===== config.mk =====
export PLATFORM = sky130hd
export DESIGN_NAME = serial_digit_alu
export DESIGN_NICKNAME = d
export VERILOG_FILES = /design/src/rtl/serial_digit_alu_pkg.sv /design/src/rtl/serial_digit_alu_digit_adder.sv /design/src/rtl/serial_digit_alu.sv
export SDC_FILE = /design/constraint.sdc
export NUM_CORES = 1
export LEC_CHECK = 0
export CORE_ASPECT_RATIO = 0.8
export CORE_MARGIN = 2
export CORE_UTILIZATION = 51
export CTS_CLUSTER_SIZE = 28
export DETAILED_ROUTE_END_ITERATION = 7
export GPL_ROUTABILITY_DRIVEN = 0
export PLACE_DENSITY = 0.81
export RECOVER_POWER = 100
export SETUP_SLACK_MARGIN = 0.02
export SLEW_MARGIN = 20
export SYNTH_ARGS = -nofsm -noshare
export SYNTH_HDL_FRONTEND = slang
export SYNTH_HIERARCHICAL = 1
export SYNTH_SLANG_ARGS = --single-unit

===== constraint.sdc =====
create_clock -name clk -period 2.5 [get_ports clk]
set_input_delay 0.5 -clock clk [delete_from_list [all_inputs] [get_ports clk]]
set_output_delay 0.5 -clock clk [all_outputs]
set_load 0.02 [all_outputs]

===== src/rtl/serial_digit_alu_pkg.sv =====
// Shared definitions for the digit-serial adder/subtractor.
//   - Operation codes on the 2-bit mode input (11 behaves as ADD).
//   - FSM state encoding used by the top level.
//   - Helper giving the number of digit cycles per word.
package serial_digit_alu_pkg;

  localparam logic [1:0] MODE_ADD = 2'b00;
  localparam logic [1:0] MODE_SUB = 2'b01;
  localparam logic [1:0] MODE_NEG = 2'b10;

  typedef enum logic [1:0] {
    IDLE = 2'd0,
    RUN  = 2'd1,
    DONE = 2'd2
  } state_t;

  // Digit cycles needed for one WIDTH-bit word.
  function automatic int calc_digits(input int width, input int digit);
    return width / digit;
  endfunction

endpackage


===== src/rtl/serial_digit_alu_digit_adder.sv =====
// Combinational DIGIT-bit full adder: the generalised 4-bit adder slice.
// Ports:
//   a, b      : DIGIT-bit addends
//   cin       : carry into the least significant bit
//   s         : DIGIT-bit sum
//   cout      : carry out of the most significant bit
//   c_msb_in  : carry into the most significant bit (for overflow detection)
module digit_adder #(
  parameter int DIGIT = 4
) (
  input  logic [DIGIT-1:0] a,
  input  logic [DIGIT-1:0] b,
  input  logic             cin,
  output logic [DIGIT-1:0] s,
  output logic             cout,
  output logic             c_msb_in
);

  logic [DIGIT:0] w_sum;

  assign w_sum = {1'b0, a} + {1'b0, b} + {{DIGIT{1'b0}}, cin};
  assign s     = w_sum[DIGIT-1:0];
  assign cout  = w_sum[DIGIT];

  // The top sum bit is a ^ b ^ (carry into that bit), so the carry can be
  // recovered without building a second adder.
  assign c_msb_in = a[DIGIT-1] ^ b[DIGIT-1] ^ w_sum[DIGIT-1];

endmodule


===== src/rtl/serial_digit_alu.sv =====
// Digit-serial adder/subtractor for the accumulator path. A WIDTH-bit word
// is processed DIGIT bits per clock, with the carry held in a flip-flop
// between digits. Supports ADD, SUB and NEG with a start/busy/done handshake.
// Ports:
//   clk, reset          : clock (rising edge), synchronous active-high reset
//   start               : operation request, only honoured in IDLE
//   mode                : 00 ADD, 01 SUB, 10 NEG, 11 treated as ADD
//   carry_in            : LSB carry for ADD
//   a, b                : operands, captured when start is accepted
//   busy                : high while digits are being processed
//   done                : one-cycle pulse when result/flags are published
//   result              : result word, held until the next publication
//   carry_out           : MSB carry (SUB: 1 means no borrow)
//   overflow            : two's-complement overflow
//   zero                : result is all zeros
module serial_digit_alu
  import serial_digit_alu_pkg::*;
#(
  parameter int WIDTH = 32,
  parameter int DIGIT = 4
) (
  input  logic             clk,
  input  logic             reset,
  input  logic             start,
  input  logic [1:0]       mode,
  input  logic             carry_in,
  input  logic [WIDTH-1:0] a,
  input  logic [WIDTH-1:0] b,
  output logic             busy,
  output logic             done,
  output logic [WIDTH-1:0] result,
  output logic             carry_out,
  output logic             overflow,
  output logic             zero
);

  localparam int N     = calc_digits(WIDTH, DIGIT);
  localparam int CNT_W = (N > 1) ? $clog2(N) : 1;

  state_t             r_state;
  state_t             w_state_nxt;
  logic               w_accept;
  logic               w_digit_step;
  logic               w_publish;

  logic [CNT_W-1:0]   r_cnt;
  logic               r_fin;      // every digit processed, result awaiting publication
  logic [WIDTH-1:0]   r_opa;
  logic [WIDTH-1:0]   r_opb;
  logic [WIDTH-1:0]   r_acc;
  logic               r_carry;
  logic               r_vpend;
  logic               r_busy;

  logic [WIDTH-1:0]   w_ld_a;
  logic [WIDTH-1:0]   w_ld_b;
  logic               w_ld_c;

  logic [DIGIT-1:0]   w_sum_dig;
  logic               w_cout_dig;
  logic               w_cmsb_dig;
  logic [WIDTH+DIGIT-1:0] w_acc_cat;

  // State register
  always_ff @(posedge clk) begin
    if (reset) begin
      r_state <= IDLE;
    end else begin
      r_state <= w_state_nxt;
    end
  end

  // Next state and FSM outputs
  always_comb begin
    w_state_nxt = r_state;
    w_accept    = 1'b0;
    done        = 1'b0;
    case (r_state)
      IDLE: begin
        if (start) begin
          w_state_nxt = RUN;
          w_accept    = 1'b1;
        end
      end
      RUN: begin
        if (r_fin) begin
          w_state_nxt = DONE;
        end
      end
      DONE: begin
        done        = 1'b1;
        w_state_nxt = IDLE;
      end
      default: w_state_nxt = IDLE;
    endcase
  end

  assign w_digit_step = (r_state == RUN) && !r_fin;
  assign w_publish    = (r_state == RUN) && r_fin;
  assign busy         = r_busy;

  // Operand conditioning: subtraction and negation are additions of ~b + 1.
  always_comb begin
    w_ld_a = a;
    w_ld_b = b;
    w_ld_c = carry_in;
    case (mode)
      MODE_SUB: begin
        w_ld_b = ~b;
        w_ld_c = 1'b1;
      end
      MODE_NEG: begin
        w_ld_a = '0;
        w_ld_b = ~b;
        w_ld_c = 1'b1;
      end
      MODE_ADD: ;
      default: ;  // reserved code behaves as ADD
    endcase
  end

  digit_adder #(
    .DIGIT(DIGIT)
  ) u_digit_adder (
    .a        (r_opa[DIGIT-1:0]),
    .b        (r_opb[DIGIT-1:0]),
    .cin      (r_carry),
    .s        (w_sum_dig),
    .cout     (w_cout_dig),
    .c_msb_in (w_cmsb_dig)
  );

  // New digit enters at the MSB end; concatenating first keeps this legal
  // when a single digit spans the whole word.
  assign w_acc_cat = {w_sum_dig, r_acc};

  // Digit datapath and published outputs
  always_ff @(posedge clk) begin
    if (reset) begin
      r_cnt     <= '0;
      r_fin     <= 1'b0;
      r_opa     <= '0;
      r_opb     <= '0;
      r_acc     <= '0;
      r_carry   <= 1'b0;
      r_vpend   <= 1'b0;
      r_busy    <= 1'b0;
      result    <= '0;
      carry_out <= 1'b0;
      overflow  <= 1'b0;
      zero      <= 1'b0;
    end else begin
      // busy covers exactly the cycles following a digit step
      r_busy <= w_digit_step;

      if (w_accept) begin
        r_cnt   <= CNT_W'(N - 1);
        r_fin   <= 1'b0;
        r_opa   <= w_ld_a;
        r_opb   <= w_ld_b;
        r_acc   <= '0;
        r_carry <= w_ld_c;
      end else if (w_digit_step) begin
        r_opa   <= r_opa >> DIGIT;
        r_opb   <= r_opb >> DIGIT;
        r_acc   <= w_acc_cat[WIDTH+DIGIT-1:DIGIT];
        r_carry <= w_cout_dig;
        if (r_cnt == '0) begin
          r_fin   <= 1'b1;
          r_vpend <= w_cmsb_dig ^ w_cout_dig;
        end else begin
          r_cnt <= r_cnt - CNT_W'(1);
        end
      end

      if (w_publish) begin
        result    <= r_acc;
        carry_out <= r_carry;
        overflow  <= r_vpend;
        zero      <= (r_acc == '0);
      end
    end
  end

endmodule


== Yosys cells after proc, flatten, opt, wreduce, memory -nomap -nowiden ==
Cells that the tools add are included.

* Add/subtract/negate cells: 3
* Multiply operators: 0
* Div/mod/pow operators: 0
* $lt $le $gt $ge: 0
* Eq/ne operators: 7
* Shift operators: 0
* Muxes and demuxes: 18
* Bitwise gates (word level): 5
* Reductions and logical operators: 13

{| class="wikitable"
|+ Operators with widths
! cell !! number
|-
| 32-bit 2-to-1 mux || 6
|-
| 32-bit logical NOT || 1
|-
| 32-bit NOT || 1
|-
| 3-bit 2-to-1 mux || 3
|-
| 1-bit 2-to-1 mux || 6
|-
| 2-bit != test (second input constant) || 3
|-
| 2-bit AND reduction || 3
|-
| 4-bit by 4-bit adder with 5-bit output || 1
|-
| 5-bit by 1-bit adder with 5-bit output || 1
|-
| 2-bit by 1-bit == test with 1-bit output (second input constant) || 2
|-
| 2-bit == test (second input constant) || 2
|-
| 2-bit 2-to-1 mux || 2
|-
| 2-bit one-hot mux with 2 select lines || 1
|-
| 2-bit OR reduction || 2
|-
| 3-bit logical NOT || 1
|-
| 3-bit AND reduction || 1
|-
| 3-bit by 1-bit subtractor with 3-bit output (second input constant) || 1
|-
| 1-bit XOR || 3
|-
| 1-bit logical AND || 2
|-
| 2-bit logical NOT || 1
|-
| 2-bit nonzero test || 1
|-
| 1-bit logical NOT || 1
|-
| 1-bit NOT || 1
|}

* Bits in registers: 140
* Bits in latches: 0
* RAM bits: 0
* ROM bits: 0
* Bits of input ports: 70
* Output and inout port bits: 37
* Logic and storage cells: 59
* Memories: 0

== Logic depth before layout (Yosys ltp) ==
* Depth after elaboration: 4
* Gate-level depth with buffers: 8
* Mapped depth without buffers: 8

== Modules after synthesis ==
Netlist, hierarchy kept.

{| class="wikitable"
|+ By module, submodules not included
! module !! instances !! cells an instance !! area each (µm²)
|-
| serial_digit_alu || 1 || 678 || 5836.8
|-
| digit_adder || 1 || 17 || 143.9
|}

== Least setup slack after synthesis ==
Ideal clock, no wire load.

* Path type: register -> register
* From: reg r_opa[0]
* To: reg r_vpend
* Arrival time: 1.603 ns
* Slack: 0.806 ns
* Stages on the path, launching flop included: 9
* Buffers on the path: 0
* Period minus slack after synthesis: 1.694 ns
* Path through: dfxtp_1 > fa_1 > inv_1 > fa_1 > nor2b_1 > o21ai_0 > nand2b_1 > xnor2_1 > a311oi_1

* Elaborated cells on any way between the ends: 4

{| class="wikitable"
|+ RTL lines
! element !! line !! source
|-
| from (decl) || serial_digit_alu.sv:48 || <nowiki>logic [WIDTH-1:0] r_opa;</nowiki>
|-
| from (signal assigned) || serial_digit_alu.sv:159 || <nowiki>r_opa <= w_ld_a;</nowiki>
|-
| from (signal assigned) || serial_digit_alu.sv:164 || <nowiki>r_opa <= r_opa >> DIGIT;</nowiki>
|-
| 4-bit by 4-bit adder with 5-bit output || serial_digit_alu_digit_adder.sv:21 || <nowiki>assign w_sum = {1'b0, a} + {1'b0, b} + {{DIGIT{1'b0}}, cin};</nowiki>
|-
| 5-bit by 1-bit adder with 5-bit output || serial_digit_alu_digit_adder.sv:21 ||
|-
| via w_cout_dig || serial_digit_alu.sv:60 || <nowiki>logic w_cout_dig;</nowiki>
|-
| 1-bit XOR || serial_digit_alu.sv:170 || <nowiki>r_vpend <= w_cmsb_dig ^ w_cout_dig;</nowiki>
|-
| to (signal assigned) || serial_digit_alu.sv:170 ||
|-
| to (decl) || serial_digit_alu.sv:52 || <nowiki>logic r_vpend;</nowiki>
|}

The timed path passes the listed nets, and every way through them passes these cells.
A chain may end at the register's enable or synchronous reset.

== Worst setup path in the final report ==
* From: reg r_state[1]
* To: out done

* Cells in the longest elaborated chain, start to end: 2

{| class="wikitable"
|+ Ends and longest elaborated chain
! element !! line !! source
|-
| from (decl) || serial_digit_alu.sv:40 || <nowiki>state_t r_state;</nowiki>
|-
| from (signal assigned) || serial_digit_alu.sv:69 || <nowiki>r_state <= w_state_nxt;</nowiki>
|-
| 2-bit == test || serial_digit_alu.sv:78 || <nowiki>case (r_state)</nowiki>
|-
| 1-bit 2-to-1 mux || serial_digit_alu.sv:78 ||
|-
| to (decl) || serial_digit_alu.sv:30 || <nowiki>output logic done,</nowiki>
|}

No other way between the ends.

==> results.toml <==
[yosys]
ys_types = 34
mapped_avg_cell_area_sq_um = 8.605
synth-warning-count = 6
ys_seq_elements = 140
synthesis.instances = 695
post_synth_main_area_contributors = "sky130_fd_sc_hd__dfxtp_1 (47%), sky130_fd_sc_hd__a21oi_1 (10%), sky130_fd_sc_hd__nand2_1 (9.0%)"
post_synth_instance_area_sq_um = 5981
synth_common_cells = "sky130_fd_sc_hd__nand2_1 (143), sky130_fd_sc_hd__dfxtp_1 (140), sky130_fd_sc_hd__a21oi_1 (124), sky130_fd_sc_hd__nand3_1 (57), sky130_fd_sc_hd__a22oi_1 (53)"
proportion_of_synthesized_flip_flops_having_asynchronous_set_or_reset = 0
dominantRegCellSynth = "sky130_fd_sc_hd__dfxtp_1"
yosys.area.top_type = "sky130_fd_sc_hd__dfxtp_1"
synth.net_count = 773
synth-edff-count = 0
synth_largest_type_area_fraction = 0.4686
yosysSeqAreaShare = 0.4686
yosys.cell_count.top_type = "sky130_fd_sc_hd__nand2_1"

[clocking]
root_buffer = "sky130_fd_sc_hd__clkbuf_16"
cts_buffer_depth = 2
postCtsSetupBuffers = 0
clock_pin_transition_on_the_worst_setup_and_hold_timing_paths_ps = 60
clk-insertion-delay-late_ps = 410
cts_inserted_buffers = 17
ctsHtreeMaxLevel = 4
cts.hold.buffers_added = 0
cts_sinks = 140
cts_resized = 0
cts_tree = "done"

[hold_path]
worst_hold_path.num_cells = 2
hold_path.class = "flop to flop"

[global_route]
grt_pass1_vias = 5042
grt_pass1_wl_microns = 24200
grt_max_degree = 88
grt_overflow = 0
total_track_usage = 0.2356
grt_antenna_before_repair = 0

[place]
dpl.hpwl_microns = 9428
io_buffer_count = 106

[sta]
finalSetupTns_ps = 0
finalWorstPathRequiredPeriod_ps = 2351
timing_hold_violations_final = 0
unrepaired_setup_endpoints_after_global_routing = "false"
timing.slew.headroom = 0.3598
worst_clock_skew_ps = 8.370
maximum_achievable_frequency_mhz = 425.4
worst_pin_slew_ps = 960.3
setup_viol = 0
timing.final.crit_share = 0.9402
slew_viol_final = 0

[setup_path]
cp_num_cells = 2
critical_path.max_stage_delay_ps = 640
worst_setup_path_start_kind = "flop"
worstPathMaxFanout = 8
crit_required_ps = 2000
timing.critical_path.max_delay_family = "buffers and inverters"
cp_slowest_cell = "sky130_fd_sc_hd__clkdlybuf4s50_1"
worst-r2r-cell-count = 4
path_cells = "nor2b_1 > clkdlybuf4s50_1"
setup.worst_path.class = "flop to primary output"
endpoint_kind = "primary output"
critical_path_arrival_ps = 1850
worst-path-buf-inv = 1

[drt]
detail-route-antenna-nets = 0
vias = 5284
drcViolationCount = 0
drt_wl_total_microns = 14440
drt-vias-per-instance = 5.676
firstDrtPassIters = 6
drt_iter0_drc = 473
post_drt_wl_per_cell_microns = 15.51

[floorplan]
floorplan.die_area_sq_um = 12610
core_area_sq_um = 11470
die_w_microns = 125.1
effective_utilization_at_floorplan = 0.5213
io_pins = 107
die_height_microns = 100.9
num_rows = 35

[power]
total_leakage_power_nw = 2.672
power_per_cell_area_nw_per_um2 = 762.1
power.share.switching = 0.2402
comb_power_share = 0.122
worst_case_vdd_ir_drop_v = 0.0004890
power.internal_mw = 4.389
share_seq_of_total_power = 0.416
clock_power_share = 0.461
power.switching_mw = 1.388

[finish]
postLayoutCoreUtil = 0.6606
diodes = 0
finish.net_count = 848
fillers = 956
final_layout_size_suffix_gt1_frac = 0.08046
layout-area-overhead-vs-synth_pct = 26.74

[run]
max-cap-violations = 0

[run_status]
status = "complete, no violations"
==> layout by cell type (no fill, tap or decap), types with 3 or more instances in the layout <==
| master | n |
|---|---|
| sky130_fd_sc_hd__a21oi_1 | 124 |
| sky130_fd_sc_hd__a21oi_2 | 10 |
| sky130_fd_sc_hd__a22oi_1 | 53 |
| sky130_fd_sc_hd__a311oi_1 | 6 |
| sky130_fd_sc_hd__buf_12 | 3 |
| sky130_fd_sc_hd__buf_4 | 6 |
| sky130_fd_sc_hd__bufinv_16 | 4 |
| sky130_fd_sc_hd__clkbuf_16 | 17 |
| sky130_fd_sc_hd__clkbuf_2 | 5 |
| sky130_fd_sc_hd__clkbuf_8 | 3 |
| sky130_fd_sc_hd__clkdlybuf4s50_1 | 68 |
| sky130_fd_sc_hd__clkinv_2 | 3 |
| sky130_fd_sc_hd__clkinvlp_4 | 4 |
| sky130_fd_sc_hd__dfxtp_1 | 140 |
| sky130_fd_sc_hd__dlygate4sd3_1 | 37 |
| sky130_fd_sc_hd__ha_1 | 6 |
| sky130_fd_sc_hd__inv_1 | 9 |
| sky130_fd_sc_hd__nand2_1 | 143 |
| sky130_fd_sc_hd__nand2b_1 | 3 |
| sky130_fd_sc_hd__nand3_1 | 67 |
| sky130_fd_sc_hd__nor2_1 | 3 |
| sky130_fd_sc_hd__nor2b_1 | 3 |
| sky130_fd_sc_hd__nor4_1 | 8 |
| sky130_fd_sc_hd__xnor2_1 | 34 |
==> worst min-delay path, stage by stage (launching register included) <==
cell and delay (ps):
sky130_fd_sc_hd__dfxtp_1 300, sky130_fd_sc_hd__nand2_1 50, sky130_fd_sc_hd__a21oi_1 50
==> cells by family (layout without fill, tap and decap cells) <==
group	after synthesis	after routing	synth area share
buffers and inverters	73	161	0.06736
adder cells (fa/ha/maj)	8	8	0.01925
XOR/XNOR	35	35	0.05126
flip-flops	140	140	0.4686
AO/OA/AOI/OAI	201	201	0.2054
AND/OR/NAND/NOR	238	238	0.1881
==> layer usage <==
layer / vias to the layer above / GRT usage / part of all wire
met5: - / 0 / 0
met1: 2504 / 0.3065 / 0.44
met3: 15 / 0.05626 / 0.061
met4: 0 / 0.07179 / 0.0084
li1: 2572 / - / -
met2: 193 / 0.3934 / 0.49
==> power by group through the flow <==
stage | sequential, mW | clock [mW] | combinational (mW)
after floorplan | 2.43 | 0 | 0.513
after global placement | 2.45 | 0 | 0.691
after detailed placement | 2.45 | 0 | 0.718
after CTS | 2.40 | 2.70 | 0.725
after global routing | 2.41 | 2.81 | 0.774
final | 2.41 | 2.66 | 0.706
==> per-stage QoR <==
step / hold WS, ps / cell area [sq um] / worst slack [ps] / power (mW) / std cells
floorplan: 431.6 / 5981 / 805.6 / 2.942 / 695
finish: 447.2 / 7580 / 149.4 / 5.777 / 931
CTS: 455.2 / 7672 / 112.7 / 5.831 / 931
global route: 470.5 / 7580 / 52.84 / 5.998 / 931
global placement: 447.6 / 7037 / 360.1 / 3.136 / 899
detailed placement: 447.2 / 7037 / 323.3 / 3.170 / 899
==> final timing paths <==
check,end,start,slack (ps)
worst min-delay path,result[12]$_SDFFE_PP0P_,result[12]$_SDFFE_PP0P_,450
worst max register to register,r_cnt[0]$_SDFFE_PP0P_,r_state[0]$_SDFFE_PP0P_,190
worst max-delay path,done,r_state[1]$_SDFFE_PP0P_,150
worst min register to register,result[12]$_SDFFE_PP0P_,result[12]$_SDFFE_PP0P_,450
==> registers in the layout (all words and copies together) (netlist names), 2 cells and up <==
name and flops:
r_acc 32, r_cnt 3, r_opa 32, r_opb 32, r_state 2, result 32
==> final cells by class <==
| type | count | area [sq um] | share of cell area |
|---|---|---|---|
| tap | 148 | 185.2 | 0.02443 |
| clock buffer | 21 | 470.5 | 0.06207 |
| clock inverter | 11 | 165.2 | 0.02179 |
| inverter | 9 | 33.78 | 0.004457 |
| sequential | 140 | 2803 | 0.3698 |
| timing repair buffer | 120 | 1189 | 0.1568 |
| multi-input combinational | 482 | 2734 | 0.3607 |
No activity file was read; power rests on OpenSTA's default activity.
